## src/rtl/hazard_pkg.sv

```systemverilog
`default_nettype none
// ============================================================================
// Module  : hazard_pkg
// Brief   : Shared constants and types for the pipeline hazard controller:
//           operand forwarding selects, controller state encodings and a
//           helper that turns the load-stall depth into a counter preset.
// Revision: 1.0 - initial release
// ============================================================================
package hazard_pkg;

  // EX operand source selects
  localparam logic [1:0] FWD_RF    = 2'b00;  // register file read
  localparam logic [1:0] FWD_EXMEM = 2'b01;  // result held in the EX/MEM latch
  localparam logic [1:0] FWD_MEMWB = 2'b10;  // result held in the MEM/WB latch

  // Controller states
  typedef enum logic [1:0] {
    ST_RUN   = 2'd0,
    ST_STALL = 2'd1,
    ST_HALT  = 2'd2
  } state_t;

  // Counter preset loaded on entry to STALL: the detection cycle already
  // supplies the first bubble, so the counter covers the remaining ones.
  function automatic logic [2:0] stall_preset(input int unsigned depth);
    int unsigned d;
    d = (depth < 1) ? 1 : ((depth > 7) ? 7 : depth);
    return 3'(d - 1);
  endfunction

endpackage
`default_nettype wire

```

## src/rtl/hazard_ctrl_unit_fwd_select.sv

```systemverilog
`default_nettype none
// ============================================================================
// Module  : fwd_select
// Brief   : Picks the source of one EX-stage operand. The writer in MEM is
//           younger than the one in WB, so it wins when both target the id.
// Revision: 1.0 - initial release
// ============================================================================
module fwd_select
  import hazard_pkg::*;
#(
  parameter int REG_W = 2
) (
  input  logic [REG_W-1:0] i_src,
  input  logic [REG_W-1:0] i_mem_rd,
  input  logic             i_mem_rw,
  input  logic [REG_W-1:0] i_wb_rd,
  input  logic             i_wb_rw,
  output logic [1:0]       o_sel
);

  // Youngest matching writer supplies the operand
  always_comb begin
    o_sel = FWD_RF;
    if (i_mem_rw && (i_mem_rd == i_src)) begin
      o_sel = FWD_EXMEM;
    end else if (i_wb_rw && (i_wb_rd == i_src)) begin
      o_sel = FWD_MEMWB;
    end
  end

endmodule
`default_nettype wire

```

## src/rtl/hazard_ctrl_unit.sv

```systemverilog
`default_nettype none
// ============================================================================
// Module  : hazard_ctrl_unit
// Brief   : Pipeline control for the 8-bit, 4-register core. Drives the
//           Fetch/Decode and Decode/Execute latch load/flush and PC load,
//           resolving load-use stalls, taken-branch flushes and HLT, and
//           produces the EX operand forwarding selects.
// Config  : HAZARD_FWD_EN - when defined, EX operands are forwarded from
//           EX/MEM and MEM/WB and only loads stall (for LOAD_STALL cycles).
//           When undefined, forwarding selects stay at the register file and
//           any decode source pending in EX or MEM stalls one cycle at a
//           time, re-evaluated every cycle.
// Revision: 1.0 - initial release
// ============================================================================
module hazard_ctrl_unit
  import hazard_pkg::*;
#(
  parameter int LOAD_STALL = 1,
  parameter int REG_W      = 2
) (
  input  logic             clk,
  input  logic             reset,
  input  logic [REG_W-1:0] d_ra,
  input  logic [REG_W-1:0] d_rb,
  input  logic             d_use_ra,
  input  logic             d_use_rb,
  input  logic [REG_W-1:0] ex_ra,
  input  logic [REG_W-1:0] ex_rb,
  input  logic [REG_W-1:0] ex_rd,
  input  logic             ex_RW,
  input  logic             ex_MR,
  input  logic [REG_W-1:0] mem_rd,
  input  logic             mem_RW,
  input  logic [REG_W-1:0] wb_rd,
  input  logic             wb_RW,
  input  logic             br_taken,
  input  logic             ex_Hlt,
  output logic             pc_ld,
  output logic             fd_ld,
  output logic             fd_flush,
  output logic             dex_ld,
  output logic             dex_flush,
  output logic [1:0]       fwd_a,
  output logic [1:0]       fwd_b,
  output logic             halted
);

  localparam logic [2:0] CNT_PRESET = stall_preset(LOAD_STALL);

  state_t     r_state;
  state_t     w_state_nxt;
  logic [2:0] r_cnt;
  logic [2:0] w_cnt_nxt;

  logic       w_src_in_ex;   // a decode source matches the EX destination
  logic       w_load_use;    // decode must wait this cycle
  logic       w_multi;       // hazard needs the STALL state (multi-bubble)
  logic [1:0] w_fwd_a;
  logic [1:0] w_fwd_b;

  logic       w_pc_ld;
  logic       w_fd_ld;
  logic       w_fd_flush;
  logic       w_dex_ld;
  logic       w_dex_flush;
  logic       w_halted;

  assign w_src_in_ex = (d_use_ra && (d_ra == ex_rd)) ||
                       (d_use_rb && (d_rb == ex_rd));

`ifdef HAZARD_FWD_EN
  // Only a load cannot be forwarded in time; everything else is bypassed.
  assign w_load_use = ex_MR && ex_RW && w_src_in_ex;
  assign w_multi    = (CNT_PRESET != 3'd0);

  fwd_select #(.REG_W(REG_W)) u_fwd_a (
    .i_src    (ex_ra),
    .i_mem_rd (mem_rd),
    .i_mem_rw (mem_RW),
    .i_wb_rd  (wb_rd),
    .i_wb_rw  (wb_RW),
    .o_sel    (w_fwd_a)
  );

  fwd_select #(.REG_W(REG_W)) u_fwd_b (
    .i_src    (ex_rb),
    .i_mem_rd (mem_rd),
    .i_mem_rw (mem_RW),
    .i_wb_rd  (wb_rd),
    .i_wb_rw  (wb_RW),
    .o_sel    (w_fwd_b)
  );
`else
  logic w_src_in_mem;
  logic w_unused;

  // Without bypass paths the decode stage waits until the producer has
  // reached WB; WB writes the regfile in the first half-cycle, so WB itself
  // never blocks a decode read.
  assign w_src_in_mem = (d_use_ra && (d_ra == mem_rd)) ||
                        (d_use_rb && (d_rb == mem_rd));
  assign w_load_use   = (ex_RW && w_src_in_ex) || (mem_RW && w_src_in_mem);
  assign w_multi      = 1'b0;
  assign w_fwd_a      = FWD_RF;
  assign w_fwd_b      = FWD_RF;
  assign w_unused     = ^{ex_ra, ex_rb, wb_rd, wb_RW, ex_MR, CNT_PRESET};
`endif

  // State and bubble counter; reset may arrive at any time, including mid-stall
  always_ff @(posedge clk or negedge reset) begin
    if (!reset) begin
      r_state <= ST_RUN;
      r_cnt   <= 3'd0;
    end else begin
      r_state <= w_state_nxt;
      r_cnt   <= w_cnt_nxt;
    end
  end

  // Next state and latch controls; priority HALT > HLT > branch > stall > run
  always_comb begin
    w_state_nxt = ST_RUN;
    w_cnt_nxt   = 3'd0;
    w_pc_ld     = 1'b1;
    w_fd_ld     = 1'b1;
    w_fd_flush  = 1'b0;
    w_dex_ld    = 1'b1;
    w_dex_flush = 1'b0;
    w_halted    = 1'b0;

    if (r_state == ST_HALT) begin
      w_state_nxt = ST_HALT;
      w_pc_ld     = 1'b0;
      w_fd_ld     = 1'b0;
      w_dex_flush = 1'b1;
      w_halted    = 1'b1;
    end else if (ex_Hlt) begin
      // Freeze fetch, drain HLT out of EX with a bubble, then halt
      w_state_nxt = ST_HALT;
      w_pc_ld     = 1'b0;
      w_fd_ld     = 1'b0;
      w_dex_flush = 1'b1;
    end else if (br_taken) begin
      // Load the target and squash both wrong-path instructions
      w_fd_flush  = 1'b1;
      w_dex_flush = 1'b1;
    end else if (r_state == ST_STALL) begin
      w_pc_ld     = 1'b0;
      w_fd_ld     = 1'b0;
      w_dex_flush = 1'b1;
      if (r_cnt > 3'd1) begin
        w_state_nxt = ST_STALL;
        w_cnt_nxt   = r_cnt - 3'd1;
      end
    end else if (w_load_use) begin
      w_pc_ld     = 1'b0;
      w_fd_ld     = 1'b0;
      w_dex_flush = 1'b1;
      if (w_multi) begin
        w_state_nxt = ST_STALL;
        w_cnt_nxt   = CNT_PRESET;
      end
    end
  end

  // While reset is held the pipeline is frozen and both latches are flushed
  assign pc_ld     = reset && w_pc_ld;
  assign fd_ld     = reset && w_fd_ld;
  assign dex_ld    = reset && w_dex_ld;
  assign fd_flush  = !reset || w_fd_flush;
  assign dex_flush = !reset || w_dex_flush;
  assign halted    = reset && w_halted;
  assign fwd_a     = reset ? w_fwd_a : FWD_RF;
  assign fwd_b     = reset ? w_fwd_b : FWD_RF;

endmodule
`default_nettype wire

```

## config.mk

```make
export PLATFORM = sky130hd
export DESIGN_NAME = hazard_ctrl_unit
export DESIGN_NICKNAME = d
export VERILOG_FILES = /design/src/rtl/hazard_pkg.sv /design/src/rtl/hazard_ctrl_unit_fwd_select.sv /design/src/rtl/hazard_ctrl_unit.sv
export SDC_FILE = /design/constraint.sdc
export NUM_CORES = 1
export LEC_CHECK = 0
export ABC_AREA = 0
export BUFFER_PORTS_ARGS = -buffer_cell sky130_fd_sc_hd__buf_2
export CORE_MARGIN = 4
export CORE_UTILIZATION = 34
export DETAILED_ROUTE_END_ITERATION = 8
export GPL_TIMING_DRIVEN = 0
export PLACE_DENSITY = 0.72
export SLEW_MARGIN = 20
export SYNTH_ARGS = -nofsm -noshare
export SYNTH_HDL_FRONTEND = slang
export SYNTH_SLANG_ARGS = --single-unit
```

## constraint.sdc

```tcl
create_clock -name clk -period 1.7 [get_ports clk]
set_input_delay 0.51 -clock clk [delete_from_list [all_inputs] [get_ports clk]]
set_output_delay 0.51 -clock clk [all_outputs]
set_load 0.02 [all_outputs]
```

# Word-level counts from Yosys, hierarchy flattened
# Cells that the tools add are included.
# word_totals
ram_bits,0
reg_bits,5
in_bits,24
mem_count,0
word_cells,48
latch_bits,0
mem_bits_ro,0
output_inout_bits,10
# classes
reduce_logical,14
bitwise_logic,0
eq_ne,6
magnitude_cmp,1
shifts,0
mux,24
div_mod_pow,0
addsub,1
mul,0
# op_table
op,n
1-bit two-way mux,15
3-bit two-way mux,5
2-bit == test,4
1-bit logical AND,8
2-bit two-way mux,4
1-bit logical OR,5
3-bit by 1-bit greater-than comparator with 1-bit output (second input constant),1
3-bit by 1-bit subtractor with 3-bit output (second input constant),1
2-bit by 1-bit == test with 1-bit output (second input constant),1
2-bit == test (second input constant),1
1-bit zero test,1

# Depth between registers and ports, before layout
# Gate-level depths: netlist of the first run.
# logic_depth
word_depth,11
ltp_mapped,5
depth_no_buf,5

# Worst setup path after synthesis of the first run
# No wires, ideal clock.
# synth_timing
path_type,input-to-output
from,input ex_Hlt
to,output pc_ld
arrival_ps,1734
path_slack_ps,-544
t_required_ps,1190
path_stages,4
n_path_buf,1
cell_sequence,nand2b_4 > or2_0 > a311oi_1 > buf_4
# synth_between
elab_chain_len,3
# synth_lines
item,line_no,source
from (decl),hazard_ctrl_unit.sv:37,"input logic ex_Hlt,"
1-bit two-way mux (2 in series),-,
1-bit logical AND,-,
to (decl),hazard_ctrl_unit.sv:38,"output logic pc_ld,"
# Every way passes these cells.

# Final worst setup path of the first run
# layout_timing
from,input d_rb[1]
to,output pc_ld
# layout_between
elab_chain_len,11
elab_cells_between_ends,15
classes_between,eq/ne (2); mux (5); reduce/logical (8)
# layout_lines
item,line_no,source
from (decl),hazard_ctrl_unit.sv:24,"input logic [REG_W-1:0] d_rb,"
2-bit == test (on tied branches),"hazard_ctrl_unit.sv:69, hazard_ctrl_unit.sv:101",
1-bit logical AND (on tied branches),"hazard_ctrl_unit.sv:69, hazard_ctrl_unit.sv:101",
1-bit logical OR (on tied branches),"hazard_ctrl_unit.sv:68, hazard_ctrl_unit.sv:100",
1-bit logical AND,hazard_ctrl_unit.sv:102,assign w_load_use = (ex_RW && w_src_in_ex) || (mem_RW && w_src_in_mem);
1-bit logical OR (*),hazard_ctrl_unit.sv:102,
1-bit two-way mux (*),hazard_ctrl_unit.sv:155,end else if (w_load_use) begin
1-bit two-way mux (*),hazard_ctrl_unit.sv:147,end else if (r_state == ST_STALL) begin
1-bit two-way mux (*),hazard_ctrl_unit.sv:143,end else if (br_taken) begin
1-bit two-way mux (*),hazard_ctrl_unit.sv:137,end else if (ex_Hlt) begin
1-bit two-way mux (*),hazard_ctrl_unit.sv:131,if (r_state == ST_HALT) begin
1-bit logical AND (*),hazard_ctrl_unit.sv:167,assign pc_ld = reset && w_pc_ld;
# Mark *: on every way between the ends. The rest lies on a longest branch, timed or not.

==> flow_summary.yaml, run 1 <==
finish:
  final.fill_count: 107
  final_cell_count_without_fillers: 94
  antennaDiodeCount: 0
  multi_input_gate_area_in_the_final_layout_sq_um: 302.8
  area_delta_synth_final_pct: 62.32
  finish.instance_area_sq_um: 716.9
  seqCellArea_sq_um: 125.1
  layout.nets: 107
  drive_gt1_share_pct: 53.75
  finish.utilization_pct: 61.22
  most-common-layout-cells: "sky130_fd_sc_hd__buf_2, sky130_fd_sc_hd__buf_4, sky130_fd_sc_hd__xnor2_1, sky130_fd_sc_hd__buf_6, sky130_fd_sc_hd__dfrtp_1"
  mostFrequentLayoutCell: "sky130_fd_sc_hd__buf_2"
timing:
  finalWorstPathRequiredPeriod_ns: 2.045
  hold_viol: 0
  worst_hold_margin_ns: 0.08879
  timing.final.max_slew_violations: 0
  final-setup-viol-count: 3
  grt_setup_unrepaired: "yes"
  post-route-period-util_pct: 120.3
  fin_skew_ns: 0.001659
  final.setup.worst_slack_ns: -0.3447
  timing.fmax_mhz: 489.1
cts:
  cts-root-buf: "sky130_fd_sc_hd__clkbuf_4"
  tritoncts_clock_tree: "yes"
  clock_insertion_delay_worst_skew_ns: 0.23
  ctsLongestPathBuffers: 2
  htreeDepth: 1
  worst_setup_hold_path_clk_slew_ns: 0.04
  tritoncts_num_sinks: 5
  cts_inserted_buffers: 3
global_route:
  use_met3_pct: 4.472
  via_count_of_the_first_global_routing_pass: 431
  globalRoute.busiestLayer: "met2"
  met2_global_route_usage_pct: 24.13
  grt_antenna_before_repair: 0
  grt-ovfl-total: 0
  globalRouteMet1Util_pct: 14.57
  grt_pass1_wl_mm: 1.911
  track_usage_pct: 13.96
  grt_max_degree: 9
yosys:
  synth_area_per_cell_sq_um: 9.014
  netlist-cell-type-count: 21
  synthesis.instances: 49
  syn-cell-area_sq_um: 441.7
  sequential_cell_area_fraction_in_the_yosys_report_pct: 28.33
  ys_ff_latch: 5
  synth.yosys.warnings: 0
power_and_ir_drop:
  total_leakage_power_nw: 0.3502
  internal_power_w: 0.0002580
  p_total_w: 0.0003540
  worst_ir_drop_on_vdd_v: 0.0003001
  power_switching_share_pct: 27.13
  power.share.combinational_pct: 28.6
  pwr-share-clk_pct: 37.7
  switching_power_of_the_nets_w: 0.00009604
  pwr_density_cell_mw_per_mm2: 493.8
  power_frac_seq_pct: 33.7
floorplan:
  core-area_sq_mm: 0.001171
  fp.dieArea_sq_mm: 0.001940
  fp.dieW_microns: 44.04
  initial_core_util_pct: 37.71
  die-height_microns: 44.04
  std_cell_rows: 12
  pin_count: 34
worst_hold_path:
  holdCritPathClass: "in -> async"
drt:
  drt_iter0_drc: 1
  first_pass_iters: 2
  drc_violations_left: 0
  route.antenna.remaining_nets: 0
  detail_route.vias_per_cell: 4.457
  total_wire_length_after_detailed_routing_mm: 1.101
  detail_route.wl_per_cell_microns: 11.71
  routed-via-count: 419
placement:
  dp_hpwl_microns: 814.2
  globalplace.congestion: 0.7086
  io_buffers: 21
  post-place-cells: 87
  placedInstanceArea_sq_um: 599.3
setup_path:
  critPathRequiredTime_ns: 1.19
  crit_fanout: 2
  worst_setup_path_end_kind: "output port"
  r2r_end: "r_cnt[2]$_DFF_PN0_"
  source_of_the_critical_timing_path: "d_rb[1]"
  r2r.worst_path.cells: 4
  worst_r2r_startpoint: "r_state[1]$_DFF_PN0_"
  r2r_slack_ns: 0.53
  critical_path.endpoint: "pc_ld"
  critical_path_class: "in -> out"
  critical_path_startpoint_category: "input pin"
  cp_data_arrival_time_ns: 1.53
status:
  violations: "negative setup slack"
  run_status: "complete, but fails checks"
job:
  max_cap_viol_count: 0
==> logic make-up after synthesis <==
logic type | Yosys count | share of synthesized area [%]
and+or+nand+nor | 15 | 23.23
buffers and inverters | 11 | 14.73
xor gates and xnor gates | 9 | 17.85
AOI/OAI and AO/OA | 6 | 9.346
DFF | 5 | 28.33
adders and majority gates | 2 | 5.665
other | 1 | 0.8490
==> repair_timing <==
action	CTS	global route
endpoints found under the setup margin	3	4
hold buffers	0	0
setup buffers	2	1
resized for setup	14	4
pin swaps	7	4
==> Yosys cell counts (all sizes together) <==
cell,count,area (sq um)
xnor2,9,78.83
buf,6,45.04
dfrtp,5,125.1
inv,4,15.01
nor2,4,15.01
nand3,3,15.01
ha,2,25.02
nand2b,2,27.53
nand4,2,12.51
o21ai,2,10.00
a2111o,1,11.26
a21oi,1,5.000
a311oi,1,8.760
a31oi,1,6.260
clkinvlp,1,5.000
conb,1,3.750
nand2,1,3.750
nor4b,1,15.01
or2,1,6.260
or2b,1,7.510
==> worst max-delay path, stage by stage <==
cell                       delay [ns]
sky130_fd_sc_hd__buf_4           0.13
sky130_fd_sc_hd__xnor2_2         0.13
sky130_fd_sc_hd__nand4_1         0.12
sky130_fd_sc_hd__a31oi_2         0.12
sky130_fd_sc_hd__a311oi_4        0.29
sky130_fd_sc_hd__buf_6           0.13
sky130_fd_sc_hd__buf_6           0.10
==> worst min-delay path by stage <==
stage,startpoint,to,slack [ns],cells past startpoint
2_1_floorplan,reset,r_cnt[0]$_DFF_PN0_,0.21,0
3_3_place_gp,reset,r_cnt[1]$_DFF_PN0_,0.35,1
3_5_place_dp,reset,r_cnt[1]$_DFF_PN0_,0.35,1
4_1_cts,reset,r_state[1]$_DFF_PN0_,0.08,1
5_1_grt,reset,r_cnt[2]$_DFF_PN0_,0.08,1
6_report,reset,r_state[1]$_DFF_PN0_,0.09,1
==> power by group through the flow <==
stage	logic [W]	clock network (W)	registers [W]
2_1_floorplan	0.0000507	0	0.000121
3_3_place_gp	0.0000840	0	0.000121
3_5_place_dp	0.0000856	0	0.000121
4_1_cts	0.0000946	0.000140	0.000119
5_1_grt	0.000110	0.000149	0.000119
6_report	0.000101	0.000133	0.000119
==> layout make-up <==
class	instances	area share (%)
Timing Repair Buffer	24	24.26
Buffer	6	6.806
Sequential cell	5	17.45
Clock buffer	4	3.665
Tap cell	14	2.443
Inverter	5	3.141
Multi-Input combinational cell	36	42.23
==> metrics by stage <==
stage          worst slack, ns  setup TNS (ns)
2_1_floorplan          -0.2629         -0.4569
3_3_place_gp           -0.4724          -1.302
3_5_place_dp           -0.4995          -1.365
4_1_cts                -0.3203         -0.9070
5_1_grt                -0.4057          -1.206
6_report               -0.3447         -0.9732
==> layer usage <==
layer / up-vias / wire length [microns]
met4: 0 / 14
met2: 15 / 623
met3: 4 / 81
met1: 184 / 383
met5: - / 0
li1: 216 / -
==> sequential cells by signal, indices dropped and copies added, names as in the netlist <==
| name | cells |
|---|---|
| r_state | 2 |
| r_cnt | 3 |
Power figures use the tool's default switching activity.
==> run 2, diff against run 1 <==
--- a/config.mk
+++ b/config.mk
@@ -9,9 +9,11 @@
 export BUFFER_PORTS_ARGS = -buffer_cell sky130_fd_sc_hd__buf_2
 export CORE_MARGIN = 4
 export CORE_UTILIZATION = 34
+export CTS_BUF_LIST = sky130_fd_sc_hd__clkbuf_4 sky130_fd_sc_hd__clkbuf_8 sky130_fd_sc_hd__clkbuf_16
 export DETAILED_ROUTE_END_ITERATION = 8
 export GPL_TIMING_DRIVEN = 0
 export PLACE_DENSITY = 0.72
+export SKIP_CTS_REPAIR_TIMING = 1
 export SLEW_MARGIN = 20
 export SYNTH_ARGS = -nofsm -noshare
 export SYNTH_HDL_FRONTEND = slang
==> flow_summary.yaml, run 2 (synthesized netlist as in run 1, its figures left out) <==
status:
  run_status: "complete, but fails checks"
  violations: "negative setup slack"
timing:
  final-setup-viol-count: 3
  grt_setup_unrepaired: "yes"
  timing.fmax_mhz: 493.9
  fin_skew_ns: 0.0003488
  final.setup.worst_slack_ns: -0.3247
  hold_viol: 0
  post-route-period-util_pct: 119.1
  finalWorstPathRequiredPeriod_ns: 2.025
  timing.final.max_slew_violations: 0
global_route:
  grt_pass1_wl_mm: 1.573
  track_usage_pct: 11.20
  via_count_of_the_first_global_routing_pass: 392
  grt_antenna_before_repair: 0
  grt_max_degree: 9
  grt-ovfl-total: 0
placement:
  io_buffers: 21
  globalplace.congestion: 0.7086
  preCtsSetupSlack_ns: -0.4995
  dp_hpwl_microns: 814.2
finish:
  largest_register: "r_cnt"
  layout.nets: 105
  antennaDiodeCount: 0
  most-common-layout-cells: "sky130_fd_sc_hd__buf_2, sky130_fd_sc_hd__xnor2_1, sky130_fd_sc_hd__buf_4"
  mostFrequentLayoutCell: "sky130_fd_sc_hd__buf_2"
  layout_top_registers: "r_cnt x3, r_state x2"
  drive_gt1_share_pct: 52.56
  final.fill_count: 118
  area_delta_synth_final_pct: 52.41
  largest_register_ffs: 3
floorplan:
  fp.dieArea_sq_mm: 0.001940
  core-area_sq_mm: 0.001171
  std_cell_rows: 12
  fp.dieW_microns: 44.04
  die-height_microns: 44.04
  initial_core_util_pct: 37.71
  pin_count: 34
cts:
  cts_inserted_buffers: 3
  worst_setup_hold_path_clk_slew_ns: 0.04
  cts-root-buf: "sky130_fd_sc_hd__clkbuf_4"
  tritoncts_clock_tree: "yes"
  ctsLongestPathBuffers: 2
  clock_insertion_delay_worst_skew_ns: 0.23
  htreeDepth: 1
  tritoncts_num_sinks: 5
drt:
  drt_iter0_drc: 1
  routed-via-count: 407
  detail_route.wl_per_cell_microns: 10.79
  total_wire_length_after_detailed_routing_microns: 993
  drc_violations_left: 0
  detail_route.vias_per_cell: 4.424
  first_pass_iters: 2
  route.antenna.remaining_nets: 0
setup_path:
  worst_r2r_startpoint: "r_cnt[1]$_DFF_PN0_"
  crit_fanout: 3
  worst_setup_path_end_kind: "output port"
  critPathRequiredTime_ns: 1.19
  critical_path_startpoint_category: "register"
  cp_data_arrival_time_ns: 1.51
  source_of_the_critical_timing_path: "r_state[1]$_DFF_PN0_"
  critical_path_class: "reg -> out"
power_and_ir_drop:
  internal_power_w: 0.0002678
  p_total_w: 0.0003619
  pwr-share-clk_pct: 41.6
  pwr_density_cell_mw_per_mm2: 537.7
  switching_power_of_the_nets_w: 0.00009410
  power_frac_seq_pct: 33.0
  total_leakage_power_nw: 0.3338
  power_switching_share_pct: 26.00
  power.share.combinational_pct: 25.4
  worst_ir_drop_on_vdd_v: 0.0002977
job:
  max_cap_viol_count: 0
worst_hold_path:
  holdCritPathClass: "in -> async"
==> run 2: changes by cell type in the layout (fill, tap and decap cells not counted), sizes merged <==
cell  before  now
buf       30   28
==> run 2: path summary, 6_finish.rpt <==
path                                      endpoint  slack, ns  cells after the start
worst max-delay path                         pc_ld      -0.32                      6
worst min-delay path            r_cnt[1]$_DFF_PN0_       0.09                      1
worst max register to register  r_cnt[2]$_DFF_PN0_       0.59                      5
worst min register to register  r_cnt[0]$_DFF_PN0_       0.46                      1
max in group asynchronous       r_cnt[2]$_DFF_PN0_       1.49                      1
min in group clk                r_cnt[0]$_DFF_PN0_       0.46                      1
==> run 2: layer usage <==
metal / global-route usage [%] / wire length (microns)
met1: 12.35 / 345
met2: 18.31 / 540
met3: 3.659 / 85
met4: 7.229 / 21
met5: 0 / 0
==> run 2: metrics by stage <==
step                std cells  utilization, %  hold slack, ns  area, sq um  TNS [ns]
floorplan                  52               -          0.2144        476.7   -0.4569
global placement           87           51.18          0.3512        599.3    -1.302
detailed placement         87           51.18          0.3549        599.3    -1.365
CTS                        91           53.74         0.09787        629.4    -1.368
global route               92           57.48         0.07688        673.1    -1.173
finish                     92           57.48         0.08554        673.1   -0.9536
==> run 2: worst max-delay path, cell delays in order (launching register included) <==
cell and delay (ns):
sky130_fd_sc_hd__dfrtp_1 0.42, sky130_fd_sc_hd__nand2b_4 0.10, sky130_fd_sc_hd__nand2b_4 0.06, sky130_fd_sc_hd__or2_4 0.24, sky130_fd_sc_hd__a311oi_4 0.23, sky130_fd_sc_hd__buf_6 0.13, sky130_fd_sc_hd__buf_6 0.10
==> run 2: power by group through the flow <==
stage	Sequential [W]	Combinational [W]	Clock (W)
3_5_place_dp	0.000121	0.0000856	0
4_1_cts	0.000119	0.0000856	0.000158
5_1_grt	0.000119	0.000101	0.000166
3_3_place_gp	0.000121	0.0000840	0
6_report	0.000119	0.0000919	0.000151
2_1_floorplan	0.000121	0.0000507	0
==> run 2: area by class of cell <==
class	count	area, sq um	share of cell area, %
sequential	5	125.1	18.59
multi-input combinational	36	299.0	44.42
clock buffer	4	30.03	4.461
timing repair buffer	22	130.1	19.33
buffer	6	48.80	7.249
inverter	5	22.52	3.346
tap	14	17.52	2.602
